[src/rtl/stream_rr_arbiter.sv]
// Round-robin packet arbiter: locks one of N valid/ready input streams for a whole packet.
// Optional feature: define STREAM_ARB_PKT_CNT_EN to add a saturating 16-bit completed-packet counter (pkt_cnt_o).
module stream_rr_arbiter #(
   parameter int  N     = 4,
   parameter int  DATAW = 8,
   localparam int GW    = (N > 1) ? $clog2(N) : 1
) (
   input  logic                 clk_i,
   input  logic                 rst_ni,
   input  logic [N*DATAW-1:0]   s_data_i,
   input  logic [N-1:0]         s_valid_i,
   input  logic [N-1:0]         s_last_i,
   output logic [N-1:0]         s_ready_o,
   output logic [DATAW-1:0]     m_data_o,
   output logic                 m_valid_o,
   output logic                 m_last_o,
   input  logic                 m_ready_i,
   output logic [GW-1:0]        grant_o,
   output logic                 busy_o
`ifdef STREAM_ARB_PKT_CNT_EN
   ,
   output logic [15:0]          pkt_cnt_o
`endif
);

   typedef enum logic {
      IDLE   = 1'b0,
      LOCKED = 1'b1
   } state_e;

   state_e           state_q, state_d;
   logic [GW-1:0]    ptr_q, ptr_d;
   logic [GW-1:0]    grant_q, grant_d;
   logic [GW-1:0]    pick;
   logic             found;
   logic [GW:0]      sum;
   logic             g_valid;
   logic             g_last;
   logic [DATAW-1:0] g_data;
   logic             xfer;
   logic             xfer_last;

   // First valid port searching upward from ptr, wrapping modulo N.
   always_comb begin
      pick  = ptr_q;
      found = 1'b0;
      sum   = '0;
      for (int i = 0; i < N; i++) begin
         sum = {1'b0, ptr_q} + (GW+1)'(i);
         if (sum >= (GW+1)'(N)) begin
            sum = sum - (GW+1)'(N);
         end
         if (!found && s_valid_i[sum[GW-1:0]]) begin
            found = 1'b1;
            pick  = sum[GW-1:0];
         end
      end
   end

   always_comb begin
      g_valid = s_valid_i[grant_q];
      g_last  = s_last_i[grant_q];
      g_data  = '0;
      for (int k = 0; k < N; k++) begin
         if (grant_q == GW'(k)) begin
            g_data = s_data_i[k*DATAW +: DATAW];
         end
      end
   end

   assign xfer      = (state_q == LOCKED) && g_valid && m_ready_i;
   assign xfer_last = xfer && g_last;

   always_comb begin
      m_valid_o = 1'b0;
      m_last_o  = 1'b0;
      m_data_o  = '0;
      s_ready_o = '0;
      if (state_q == LOCKED) begin
         m_valid_o          = g_valid;
         m_last_o           = g_last;
         m_data_o           = g_data;
         s_ready_o[grant_q] = m_ready_i;
      end
   end

   // The lock is only released by a transferred last beat; a valid gap keeps it.
   always_comb begin
      state_d = state_q;
      ptr_d   = ptr_q;
      grant_d = grant_q;
      unique case (state_q)
         IDLE: begin
            if (found) begin
               grant_d = pick;
               state_d = LOCKED;
            end
         end
         LOCKED: begin
            if (xfer_last) begin
               state_d = IDLE;
               ptr_d   = (grant_q == GW'(N-1)) ? '0 : grant_q + GW'(1);
            end
         end
         default: state_d = IDLE;
      endcase
   end

   always_ff @(posedge clk_i or negedge rst_ni) begin
      if (!rst_ni) begin
         state_q <= IDLE;
         ptr_q   <= '0;
         grant_q <= '0;
      end else begin
         state_q <= state_d;
         ptr_q   <= ptr_d;
         grant_q <= grant_d;
      end
   end

   assign grant_o = grant_q;
   assign busy_o  = (state_q == LOCKED);

`ifdef STREAM_ARB_PKT_CNT_EN
   logic [15:0] pkt_cnt_q, pkt_cnt_d;

   always_comb begin
      pkt_cnt_d = pkt_cnt_q;
      if (xfer_last && (pkt_cnt_q != 16'hFFFF)) begin
         pkt_cnt_d = pkt_cnt_q + 16'd1;
      end
   end

   always_ff @(posedge clk_i or negedge rst_ni) begin
      if (!rst_ni) begin
         pkt_cnt_q <= '0;
      end else begin
         pkt_cnt_q <= pkt_cnt_d;
      end
   end

   assign pkt_cnt_o = pkt_cnt_q;
`endif

endmodule
[config.mk]
export PLATFORM = sky130hd
export DESIGN_NAME = stream_rr_arbiter
export DESIGN_NICKNAME = d
export VERILOG_FILES = /design/src/rtl/stream_rr_arbiter.sv
export SDC_FILE = /design/constraint.sdc
export NUM_CORES = 1
export LEC_CHECK = 0
export CAP_MARGIN = 20
export CORE_UTILIZATION = 35
export DETAILED_ROUTE_END_ITERATION = 6
export PLACE_DENSITY = 0.83
export SLEW_MARGIN = 20
export SYNTH_ARGS = -nofsm -noshare
export SYNTH_HDL_FRONTEND = slang
export SYNTH_SLANG_ARGS = --single-unit
[constraint.sdc]
create_clock -name clk_i -period 3.1 [get_ports clk_i]
set_clock_uncertainty 0.05 [all_clocks]
set_input_delay 0.775 -clock clk_i [delete_from_list [all_inputs] [get_ports clk_i]]
set_output_delay 0.775 -clock clk_i [all_outputs]
set_load 0.1 [all_outputs]
==> out/metrics.yaml <==
run_status:
  status: "finished, final reports clean"
final_layout:
  finalInstanceArea_sq_mm: 0.00163
  final_common_cell: "clkdlybuf4s50_1"
  final_util_pct: 81.6
  antenna_cells: 0
  layout.nets: 206
  area_growth_pct: 116
  layout_common_cells: "clkdlybuf4s50_1, nand2_1, buf_12, nor2b_1"
  layout-drive-gt1-share_pct: 22.2
floorplan:
  core_region_area_sq_mm: 0.00200
  floorplan.initialDensity_pct: 37.8
  rows: 16
  ios: 60
  die_area_sq_mm: 0.00235
  die_y_um: 48.5
  die_w_um: 48.5
route:
  firstDrtPassIters: 4
  drc: 0
  ant_nets: 0
  via_per_inst: 5.26
  wl_per_cell_um: 14.6
  num_vias: 974
  drt-initial-drc-count: 10
  wl_um: 2710
setup_path:
  path_class: "in -> out"
  r2r_slack_ns: 1.33
  critPathMaxFanout: 5
  cp_cell_sequence: "clkdlybuf4s50_1 -> mux4_1 -> and2_1 -> buf_12"
  path_buf_inv: 2
  arrival_ns: 2.23
  ff2ff_path_depth: 3
  r2r_end: "ptr_q[1]$_DFFE_PN0P_"
  worstSetupEndpointType: "output pin"
  worstReg2RegStart: "grant_o[0]$_DFFE_PN0P_"
  cp_top_family: "buffers and inverters"
  max_stage_delay_ns: 0.59
  critPathSlowestCell: "mux4_1"
  startpoint_type: "input port"
  worstPathRequired_ns: 2.27
clock_tree:
  clk_pin_slew_ns: 0.05
  cts_setup_buffers: 0
  cts.sinks: 5
  cts_buffers: 3
  clockRootBuffer: "clkbuf_4"
  cts_repair_resize_count: 0
  cts_buffer_depth: 2
  h-tree-depth: 1
  cts_tree: "yes"
  insertion_delay_ns: 0.25
  cts_hold_buffers: 0
place:
  place_area_sq_mm: 0.00161
  gp_congestion: 0.755
  dpl_worst_slack_ns: 0.0562
  port_buffers: 59
  dpl.hpwl_um: 2100
timing:
  rsz0062_at_grt: "no"
  timing.final.ws_setup_ns: 0.0455
  hold_ws_ns: 0.523
  min_period_over_period_pct: 98.5
  finalSetupViolations: 0
  min_period_ns: 3.05
  max_slew_margin_pct: 48.0
  report.final.slew_viol_count: 0
  worst_pin_slew_ns: 0.779
  fmax_mhz: 327
  hold_viol_final: 0
synth:
  yosysUniqueCellTypes: 26
  syn_area_sq_um: 757
  yosysSeqAreaShare_pct: 16.5
  yosysWarnings: 0
  ys_seq_elements: 5
  synth_nets: 144
  synthCells: 97
  avgSynthCellArea_sq_um: 7.80
global_route:
  grt_start_max_net_pins: 19
  grt_pass1_wl_um: 4320
  grt_remaining_overflow: 0
  grt_pass1_vias: 912
  grt_antenna_before_repair: 0
  grt_use_total_pct: 23.9
job:
  drv_cap: 0
worst_hold_path:
  whs_path_depth: 1
  min_to: "ptr_q[0]$_DFFE_PN0P_"
  hold_class: "reg -> reg"
  worstHoldStart: "ptr_q[0]$_DFFE_PN0P_"
## final cells by class
type	count	area, sq um
Tap cell	27	33.8
Inverter	4	15.0
Clock buffer	4	26.3
Multi-Input combinational cell	83	686
Fill cell	130	368
Timing Repair Buffer	62	746
Sequential cell	5	128
## metal layers
metal	wire (um)	track usage (%)	part of all wire (%)
met1	1150	28.5	42
met2	1330	41.8	49
met3	180	5.03	6.7
met4	46	9.31	1.7
met5	0	0	0
## synthesized netlist by cell type
master    count  area share, %
nand2_1      16            7.9
nor2b_1      11            9.1
a21oi_1      10            6.6
a311o_1       8             11
nand3b_1      8            7.9
dfrtp_1       5             17
and3_1        4            3.3
ha_1          4            6.6
inv_1         4            2.0
and2_1        3            2.5
clkbuf_1      3            1.5
buf_2         2            1.3
mux2_1        2            3.0
mux4_1        2            6.9
nor2_1        2           0.99
o21ai_0       2            1.3
o21bai_1      2            2.0
a211o_1       1            1.2
a21boi_0      1           0.99
a31oi_1       1           0.83
a41o_1        1            1.3
nand2b_1      1           0.83
nand4_2       1            1.7
nor3_1        1           0.66
o21a_1        1           0.99
or4_4         1            1.5
## sequential cells by signal (all words and copies together), names as in the netlist
register,count
grant_o,2
busy_o,1
ptr_q,2
## cell families after synthesis
group	share of synthesized area, %
simple gates	36.4
compound gates	25.8
buf+inv	4.79
flops	16.5
mux	9.92
fa+ha+maj	6.61
## metrics by stage
step,TNS [ns],cells
floorplan,-0.0891,97
global placement,0,181
detailed placement,0,181
CTS,0,185
global route,0,185
finish,0,185
## worst max-delay path by stage
| stage | start | end | slack, ns | depth (start not counted) |
|---|---|---|---|---|
| 3_3_place_gp | s_valid_i[2] | m_valid_o | 0.10 | 4 |
| 5_1_grt | grant_o[1]$_DFFE_PN0P_ | m_data_o[3] | 0.004 | 6 |
| 3_5_place_dp | s_valid_i[2] | m_valid_o | 0.06 | 4 |
| 2_1_floorplan | grant_o[1]$_DFFE_PN0P_ | m_data_o[6] | -0.09 | 6 |
| 4_1_cts | s_valid_i[2] | m_valid_o | 0.06 | 4 |
| 6_report | s_valid_i[2] | m_valid_o | 0.05 | 4 |
Power is not shown: default switching activity piles up to over one toggle a cycle in this logic, so the estimate is an artifact.
